[src/rtl/rot_pkg.sv]
// Shared constants and types for the rotation scheduler datapath.
package rot_pkg;

  // Default coordinate and coefficient widths.
  localparam int ROT_W     = 10;
  localparam int ROT_CW    = 12;
  // Coefficients are Q10: 1024 represents 1.0.
  localparam int Q10_SHIFT = 10;

  typedef logic signed [ROT_W-1:0]  point_t;
  typedef logic signed [ROT_CW-1:0] coef_t;

  typedef struct packed {
    point_t x;
    point_t y;
  } xy_t;

  typedef struct packed {
    coef_t c;
    coef_t s;
  } cs_t;

  // Width of a requester index; a single requester still gets one bit.
  function automatic int id_width(input int n);
    return (n > 1) ? $clog2(n) : 1;
  endfunction

endpackage

[src/rtl/rot_mac.sv]
// Product (S2) and sum/shift (S3) stages of the rotation datapath.
// Both stages advance only when en_i is high, so a downstream stall
// freezes everything in place.
module rot_mac
  import rot_pkg::*;
#(
  parameter int W   = ROT_W,
  parameter int CW  = ROT_CW,
  parameter int IDW = 2
) (
  input  logic                 clk,
  input  logic                 rst_n,
  input  logic                 en_i,
  input  logic                 valid_i,
  input  logic [IDW-1:0]       id_i,
  input  logic signed [W-1:0]  x_i,
  input  logic signed [W-1:0]  y_i,
  input  logic signed [CW-1:0] cos_i,
  input  logic signed [CW-1:0] sin_i,
  output logic                 s2_valid_o,
  output logic                 valid_o,
  output logic [IDW-1:0]       id_o,
  output logic [W-1:0]         x_o,
  output logic [W-1:0]         y_o
);

  // Products are exact in W+CW bits; sums need one more bit.
  localparam int PW = W + CW;
  localparam int SW = PW + 1;

  logic signed [PW-1:0] x_ext, y_ext, cos_ext, sin_ext;
  logic signed [PW-1:0] xc_q, ys_q, yc_q, xs_q;
  logic                 s2_valid_q;
  logic [IDW-1:0]       s2_id_q;
  logic signed [SW-1:0] sx_d, sy_d;
  logic                 s3_valid_q;
  logic [IDW-1:0]       s3_id_q;
  logic [W-1:0]         s3_x_q, s3_y_q;
  logic                 sum_unused;

  // Sign-extend operands to full product width before multiplying.
  assign x_ext   = {{CW{x_i[W-1]}}, x_i};
  assign y_ext   = {{CW{y_i[W-1]}}, y_i};
  assign cos_ext = {{W{cos_i[CW-1]}}, cos_i};
  assign sin_ext = {{W{sin_i[CW-1]}}, sin_i};

  // S2: register the four partial products.
  always_ff @(posedge clk or negedge rst_n) begin
    if (!rst_n) begin
      s2_valid_q <= 1'b0;
      s2_id_q    <= '0;
      xc_q       <= '0;
      ys_q       <= '0;
      yc_q       <= '0;
      xs_q       <= '0;
    end else if (en_i) begin
      s2_valid_q <= valid_i;
      if (valid_i) begin
        s2_id_q <= id_i;
        xc_q    <= x_ext * cos_ext;
        ys_q    <= y_ext * sin_ext;
        yc_q    <= y_ext * cos_ext;
        xs_q    <= x_ext * sin_ext;
      end
    end
  end

  // Exact sums with one guard bit so extreme coefficients cannot overflow.
  assign sx_d = {xc_q[PW-1], xc_q} + {ys_q[PW-1], ys_q};
  assign sy_d = {yc_q[PW-1], yc_q} - {xs_q[PW-1], xs_q};

  // Fraction bits and bits above the result width are dropped on purpose (wrap).
  assign sum_unused = ^{sx_d[SW-1:W+Q10_SHIFT], sx_d[Q10_SHIFT-1:0],
                        sy_d[SW-1:W+Q10_SHIFT], sy_d[Q10_SHIFT-1:0]};

  // S3: floor-shift by the Q10 scale and register the result.
  always_ff @(posedge clk or negedge rst_n) begin
    if (!rst_n) begin
      s3_valid_q <= 1'b0;
      s3_id_q    <= '0;
      s3_x_q     <= '0;
      s3_y_q     <= '0;
    end else if (en_i) begin
      s3_valid_q <= s2_valid_q;
      if (s2_valid_q) begin
        s3_id_q <= s2_id_q;
        s3_x_q  <= sx_d[W+Q10_SHIFT-1:Q10_SHIFT];
        s3_y_q  <= sy_d[W+Q10_SHIFT-1:Q10_SHIFT];
      end
    end
  end

  assign s2_valid_o = s2_valid_q;
  assign valid_o    = s3_valid_q;
  assign id_o       = s3_id_q;
  assign x_o        = s3_x_q;
  assign y_o        = s3_y_q;

endmodule

[src/rtl/rot_sched.sv]
// Round-robin scheduler sharing one 3-stage rotation pipeline among
// N_REQ requesters. Holds the arbiter and the S1 operand capture.
module rot_sched
  import rot_pkg::*;
#(
  parameter int N_REQ = 4,
  parameter int W     = ROT_W,
  parameter int CW    = ROT_CW
) (
  input  logic                              clk,
  input  logic                              rst_n,
  input  logic [N_REQ-1:0]                  req_valid,
  output logic [N_REQ-1:0]                  req_ready,
  input  logic [N_REQ-1:0][W-1:0]           req_x,
  input  logic [N_REQ-1:0][W-1:0]           req_y,
  input  logic [N_REQ-1:0][CW-1:0]          req_sin,
  input  logic [N_REQ-1:0][CW-1:0]          req_cos,
  output logic                              res_valid,
  input  logic                              res_ready,
  output logic [W-1:0]                      res_x,
  output logic [W-1:0]                      res_y,
  output logic [id_width(N_REQ)-1:0]        res_id,
  output logic                              busy
);

  localparam int IDW = id_width(N_REQ);

  logic [IDW-1:0]   last_grant_q;
  logic [IDW-1:0]   grant_idx;
  logic [IDW-1:0]   scan_idx;
  logic [N_REQ-1:0] grant;
  logic             grant_any;
  logic             stall;
  logic             accept;

  logic             s1_valid_q;
  logic [IDW-1:0]   s1_id_q;
  logic [W-1:0]     s1_x_q, s1_y_q;
  logic [CW-1:0]    s1_cos_q, s1_sin_q;
  logic             s2_valid;

  // Round-robin search starting one past the last accepted requester.
  always_comb begin
    grant     = '0;
    grant_idx = last_grant_q;
    grant_any = 1'b0;
    scan_idx  = '0;
    for (int k = 1; k <= N_REQ; k++) begin
      scan_idx = IDW'((int'(last_grant_q) + k) % N_REQ);
      if (!grant_any && req_valid[scan_idx]) begin
        grant_any       = 1'b1;
        grant[scan_idx] = 1'b1;
        grant_idx       = scan_idx;
      end
    end
  end

  // A result waiting on downstream freezes the whole pipe; nothing is
  // offered while in reset.
  assign stall     = res_valid & ~res_ready;
  assign req_ready = grant & {N_REQ{~stall & rst_n}};
  assign accept    = |req_ready;

  // Pointer moves only on an actual transfer.
  always_ff @(posedge clk or negedge rst_n) begin
    if (!rst_n) begin
      last_grant_q <= IDW'(N_REQ - 1);
    end else if (accept) begin
      last_grant_q <= grant_idx;
    end
  end

  // S1: capture the winning requester's operands and index.
  always_ff @(posedge clk or negedge rst_n) begin
    if (!rst_n) begin
      s1_valid_q <= 1'b0;
      s1_id_q    <= '0;
      s1_x_q     <= '0;
      s1_y_q     <= '0;
      s1_cos_q   <= '0;
      s1_sin_q   <= '0;
    end else if (!stall) begin
      s1_valid_q <= accept;
      if (accept) begin
        s1_id_q  <= grant_idx;
        s1_x_q   <= req_x[grant_idx];
        s1_y_q   <= req_y[grant_idx];
        s1_cos_q <= req_cos[grant_idx];
        s1_sin_q <= req_sin[grant_idx];
      end
    end
  end

  rot_mac #(
    .W   (W),
    .CW  (CW),
    .IDW (IDW)
  ) u_mac (
    .clk        (clk),
    .rst_n      (rst_n),
    .en_i       (~stall),
    .valid_i    (s1_valid_q),
    .id_i       (s1_id_q),
    .x_i        (s1_x_q),
    .y_i        (s1_y_q),
    .cos_i      (s1_cos_q),
    .sin_i      (s1_sin_q),
    .s2_valid_o (s2_valid),
    .valid_o    (res_valid),
    .id_o       (res_id),
    .x_o        (res_x),
    .y_o        (res_y)
  );

  assign busy = s1_valid_q | s2_valid | res_valid;

endmodule

[config.mk]
export PLATFORM = sky130hd
export DESIGN_NAME = rot_sched
export DESIGN_NICKNAME = d
export VERILOG_FILES = /design/src/rtl/rot_pkg.sv /design/src/rtl/rot_mac.sv /design/src/rtl/rot_sched.sv
export SDC_FILE = /design/constraint.sdc
export NUM_CORES = 2
export LEC_CHECK = 0
export BUFFER_PORTS_ARGS = -buffer_cell sky130_fd_sc_hd__buf_2
export CAP_MARGIN = 20
export CORE_MARGIN = 3
export CORE_UTILIZATION = 59
export CTS_CLUSTER_SIZE = 16
export DETAILED_ROUTE_END_ITERATION = 10
export PLACE_DENSITY = 0.78
export RECOVER_POWER = 100
export SLEW_MARGIN = 10
export SYNTH_ARGS = -nofsm -noshare
export SYNTH_HDL_FRONTEND = slang
export SYNTH_HIERARCHICAL = 1
export SYNTH_SLANG_ARGS = --single-unit
[constraint.sdc]
create_clock -name clk -period 13.5 [get_ports clk]
set_input_delay 1.35 -clock clk [delete_from_list [all_inputs] [get_ports clk]]
set_output_delay 1.35 -clock clk [all_outputs]
set_load 0.01 [all_outputs]
**Word level (Yosys, flattened, before mapping)**

Cells that the tools add are included.

- Register bits: 155
- Output and inout port bits: 28
- Logic and storage cells: 95

- $add $sub $neg: 6
- Multipliers: 4
- $lt $le $gt $ge: 9
- Muxes and demuxes: 35
- Bitwise logic cells: 10
- Reductions and logical operators: 14

Operator list:

| kind | number |
|---|---|
| $mul A10 B12 Y20 | 4 |
| $bmux W12 S2 | 2 |
| $bmux W10 S2 | 2 |
| $mux W12 | 2 |
| $add A20 B20 Y20 | 1 |
| $mux W10 | 2 |
| $sub A20 B20 Y20 | 1 |
| $mux W4 | 4 |
| $lt A2 B3 Y1 const B | 5 |
| $or A4 B4 Y4 | 3 |
| $mux W1 | 11 |
| $bmux W1 S2 | 4 |
| $demux W1 S2 | 4 |
| $ge A2 B1 Y1 const B | 4 |
| $mux W2 | 4 |
| $logic_and A1 B1 Y1 | 7 |
| $reduce_and A2 Y1 | 3 |
| $add A2 B1 Y2 const B | 2 |
| $add A2 B2 Y2 const B | 2 |
| $and A4 B4 Y4 | 1 |
| $reduce_or A4 Y1 | 1 |
| $logic_not A1 Y1 | 3 |
| $and A1 B1 Y1 | 2 |
| $not A1 Y1 | 2 |
| $or A1 B1 Y1 | 2 |

**Depth between registers and ports, before layout**

- Word-level depth: 16
- Gate-level depth with buffers: 20

**Modules after synthesis**

Netlist, hierarchy kept.

Modules (own cells, without submodules):

| module | instances | cells an instance | area each (um^2) | sequential area each (um^2) |
|---|---|---|---|---|
| rot_mac | 1 | 2,562 | 22,341.4 | 2,652.5 |
| rot_sched | 1 | 756 | 5,746.8 | 1,228.7 |

**Worst setup path after synthesis**

OpenSTA, ideal clock, no wires.

- Path type: register to register
- From: register s1_sin_q[10]
- To: register u_mac.ys_q[15]
- Library setup time: 0.133 ns
- Arrival: 5.177 ns
- Data required time: 13.367 ns
- Path slack: 8.190 ns
- Stages on the path, launching flop included: 20
- Period minus slack after synthesis: 5.310 ns
- Cell sequence: dfrtp_1 clkbuf_1 clkbuf_1 nand2_1 fa_1 inv_1 fa_1 fa_1 fa_1 inv_1 fa_1 inv_1 ha_1 a21o_1 a2111oi_0 o211ai_1 a31o_2 a21oi_1 xor2_1 o21ai_0

- Cells in the longest elaborated chain, start to end: 1

RTL lines:

| element | line | RTL |
|---|---|---|
| start, declared | rot_sched.sv:39 | `logic [CW-1:0] s1_cos_q, s1_sin_q;` |
| start signal, assigned | rot_sched.sv:89 | `s1_sin_q <= req_sin[grant_idx];` |
| $mul A10 B12 Y20 | rot_mac.sv:61 | `ys_q <= y_ext * sin_ext;` |
| end signal, assigned | rot_mac.sv:61 |  |
| end, declared | rot_mac.sv:32 | `logic signed [PW-1:0] xc_q, ys_q, yc_q, xs_q;` |

Every way passes these cells.
A chain may end at the register's enable or synchronous reset.

**Worst setup path after layout**

- From: input rst_n
- To: register s1_y_q[1]

- Cells in the longest elaborated chain, start to end: 4

RTL lines:

| element | line | RTL |
|---|---|---|
| start, declared | rot_sched.sv:11 | `input logic rst_n,` |
| $and A1 B1 Y1 | rot_sched.sv:61 | `assign req_ready = grant & {N_REQ{~stall & rst_n}};` |
| $and A4 B4 Y4 | rot_sched.sv:61 |  |
| $reduce_or A4 Y1 | rot_sched.sv:62 | `assign accept = \|req_ready;` |
| $reduce_and A2 Y1 (no source line) | - |  |
| end signal, assigned | rot_sched.sv:87 | `s1_y_q <= req_y[grant_idx];` |
| end, declared | rot_sched.sv:38 | `logic [W-1:0] s1_x_q, s1_y_q;` |

Every way passes these cells.

==> flow_summary.json <==
{
  "gr-total-overflow": 0,
  "fin_crit_ps": 6528,
  "relSlewSlack_pct": -167.0,
  "ys_ff_latch": 155,
  "clk_path_buf_depth": 2,
  "critPathBufInv": 3,
  "numCtsBuffers": 17,
  "clock-sinks": 155,
  "io_buffers": 210,
  "path_max_fanout": 49,
  "hold_class": "flip-flop to flip-flop",
  "die_area_sq_mm": 0.05026,
  "setup_tns_ps": 0,
  "num_vias": 24070,
  "synth_area_sq_mm": 0.02809,
  "synth_top_family_by_area": "adder cells",
  "grt_setup_unrepaired": "no",
  "synth_edf_count": 0,
  "h-tree-depth": 4,
  "status": "finished, violations left",
  "violations": "capacitance limit, slew limit",
  "start_util_pct": 60.08,
  "whs_path_depth": 2,
  "worst_setup_path_start_kind": "primary input",
  "rows": 79,
  "fin_util_pct": 63.49,
  "yosysTopAreaCellShare_pct": 27.94,
  "synth_xor_area_share_pct": 3.296,
  "track_usage_pct": 30.89,
  "post-route-period-util_pct": 48.36,
  "syn_inst": 3318,
  "setup_viol": 0,
  "skew_ps": 22.71,
  "arrival_ps": 6740,
  "crit_family": "buffers and inverters",
  "final_antenna_net_count": 0,
  "timing.rr.start": "s1_x_q[1]$_DFFE_PN0P_",
  "area_delta_synth_final_pct": 5.689,
  "cts_tree": "built",
  "synth_adder_area_share_pct": 38.63,
  "clk_pin_slew_ps": 80,
  "yosys_warnings": 6,
  "reg2regPathDepth": 18,
  "grt_pass1_vias": 23920,
  "crit_path_end_kind": "flip-flop",
  "final_nets": 4159,
  "wl_per_cell_um": 19.57,
  "place_hpwl_um": 59000,
  "drt_iter0_drc": 2206,
  "worstPathCellList": "clkbuf_1 -> nand2_1 -> clkbuf_1 -> or3b_1 -> clkbuf_1 -> o221ai_1",
  "drive_gt1_share_pct": 7.747,
  "crit_path_start": "rst_n",
  "path_class": "primary input to flip-flop",
  "synth_mux_area_share_pct": 0.5078,
  "fillCellCount": 3877,
  "die_x_um": 224.2,
  "post-place-ws_ps": 7692,
  "clockRootBuffer": "clkbuf_16",
  "synth_compound_area_share_pct": 13.80,
  "tightest_slew_ps": 4005,
  "hold_path.startpoint": "u_mac/xs_q[0]$_DFFE_PN0P_",
  "syn_avg_cell_area_sq_um": 8.465,
  "cp_num_cells": 6,
  "diodes": 0,
  "core_sq_mm": 0.04675,
  "grt_max_degree": 103,
  "route.detailed.drc": 0,
  "die_h_um": 224.2,
  "ios": 211,
  "gp_congestion": 0.9957,
  "ys_top_cells_by_area": "fa_1, dfrtp_1, ha_1, nand2_1, inv_1",
  "cpMostUsedCell": "clkbuf_1",
  "fmax_mhz": 153.2,
  "vias_per_cell": 6.073,
  "yosys.area_share.simple_pct": 19.09,
  "hold_buffers": 0,
  "cp_slowest_cell": "clkbuf_1",
  "synth-main-ff-cell": "dfrtp_1",
  "clk_latency_ps": 460,
  "grt_antenna_before_repair": 3,
  "syn_nets": 4133,
  "drt_pass1_iterations": 7,
  "synth_cell_types": 77,
  "grt_first_pass_wirelength_um": 124300,
  "required_ps": 13710,
  "synth_top_area_cell": "fa_1",
  "setup_ws_ps": 6972,
  "cap_violations": 8,
  "async_reset_ff_share_pct": 100.0,
  "critPathMaxStageDelay_ps": 1690,
  "cts.repair.resized": 0,
  "wl_um": 77550,
  "slew_viol_final": 394,
  "seq_area_frac_synth_pct": 13.82,
  "hold_violations": 0,
  "cts_setup_buffers": 0
}
-- final cells by class --
type                       instances  area [sq um]  share of cell area, %
clock inverter                    13         153.9                 0.5184
clock buffer                      18         439.2                  1.479
inverter                         571          2146                  7.228
tap                              607         759.5                  2.558
timing repair buffer             229          1131                  3.810
multi-input combinational       2370         21170                  71.32
sequential                       155          3885                  13.09
-- worst reg2reg max path: stages (launching register included) --
cell and delay (ps):
dfrtp_1 960, nand2_1 240, fa_1 580, inv_1 50, fa_1 490, inv_1 60
fa_1 530, inv_1 50, fa_1 480, inv_1 50, fa_1 480, inv_1 40
ha_1 230, a2111oi_0 790, o211ai_1 280, a31o_2 290, a21oi_1 170, xor2_1 210
o21ai_0 100
-- Yosys cell counts (17+ instances only) --
library cell,n
inv_1,571
a21oi_1,49
nand2_1,607
o211ai_1,20
and4_1,88
nor3_1,18
clkbuf_1,191
dfrtp_1,153
nand2b_1,20
o221ai_1,44
and2_1,176
a311oi_1,94
ha_1,240
buf_2,21
xnor2_1,63
a211oi_1,17
nor2_1,51
o21ai_0,127
nand3_1,28
xor2_1,35
a22oi_1,90
a21o_1,18
nor2b_1,34
fa_1,392
-- worst paths after layout --
check	to	slack, ps
setup / recovery	s1_y_q[1]$_DFFE_PN0P_	6970
hold / removal	u_mac/xs_q[0]$_DFFE_PN0P_	470
setup reg to reg	u_mac/xc_q[17]$_DFFE_PN0P_	7180
hold reg to reg	u_mac/xs_q[0]$_DFFE_PN0P_	470
max in group asynchronous	s1_sin_q[6]$_DFFE_PN0P_	7680
min in group asynchronous	u_mac/xc_q[15]$_DFFE_PN0P_	1270
-- registers in the layout (all words and copies together), names as in the netlist, 12 cells and up --
| name | flops |
|---|---|
| u_mac/xc_q | 20 |
| u_mac/xs_q | 20 |
| u_mac/yc_q | 20 |
| u_mac/ys_q | 20 |
| s1_cos_q | 12 |
| s1_sin_q | 12 |
-- through the flow --
step                      cell area (sq um)  hold slack (ps)  std cells
after floorplan                       28090            430.9       3318
after global placement                29180            442.0       3932
after detailed placement              29180            453.9       3932
after CTS                             29770            472.9       3963
after global routing                  29690            502.0       3963
final                                 29690            469.4       3963
-- layout by cell type, fill, tap and decap left out, types with 11 or more instances in the layout --
cell type / Yosys / routed
or3_1: 15 / 15
o211ai_1: 20 / 20
o221ai_1: 44 / 44
nand3_1: 28 / 28
clkbuf_16: 0 / 17
a31oi_1: 11 / 11
a211oi_1: 17 / 17
clkbuf_1: 191 / 36
fa_1: 392 / 392
nand2b_1: 20 / 20
a311oi_1: 94 / 94
dfrtp_1: 153 / 153
buf_2: 21 / 181
o21ai_0: 127 / 127
a22oi_1: 90 / 90
a21oi_1: 49 / 49
xnor2_1: 63 / 63
and3_1: 15 / 15
buf_4: 1 / 12
and2_1: 176 / 174
inv_1: 571 / 570
nand2_1: 607 / 607
nor3_1: 18 / 18
nor2b_1: 34 / 34
xor2_1: 35 / 35
a21o_1: 18 / 18
and4_1: 88 / 88
ha_1: 240 / 240
nor2_1: 51 / 51
-- routing by layer --
metal | track usage [%] | part of all wire, %
met2 | 49.46 | 46
met3 | 7.836 | 9.6
met4 | 10.68 | 3.5
met5 | 0 | 0.035
met1 | 41.25 | 41
-- cell families after synthesis --
logic type | Yosys count
simple gates | 1087
buf+inv | 793
fa+ha+maj | 632
compound gates | 541
flops | 155
xor+xnor | 101
mux | 9
Power is left out: the tool's default activity adds up to more than one toggle a clock period on the data nets, which glitch-free logic cannot reach.
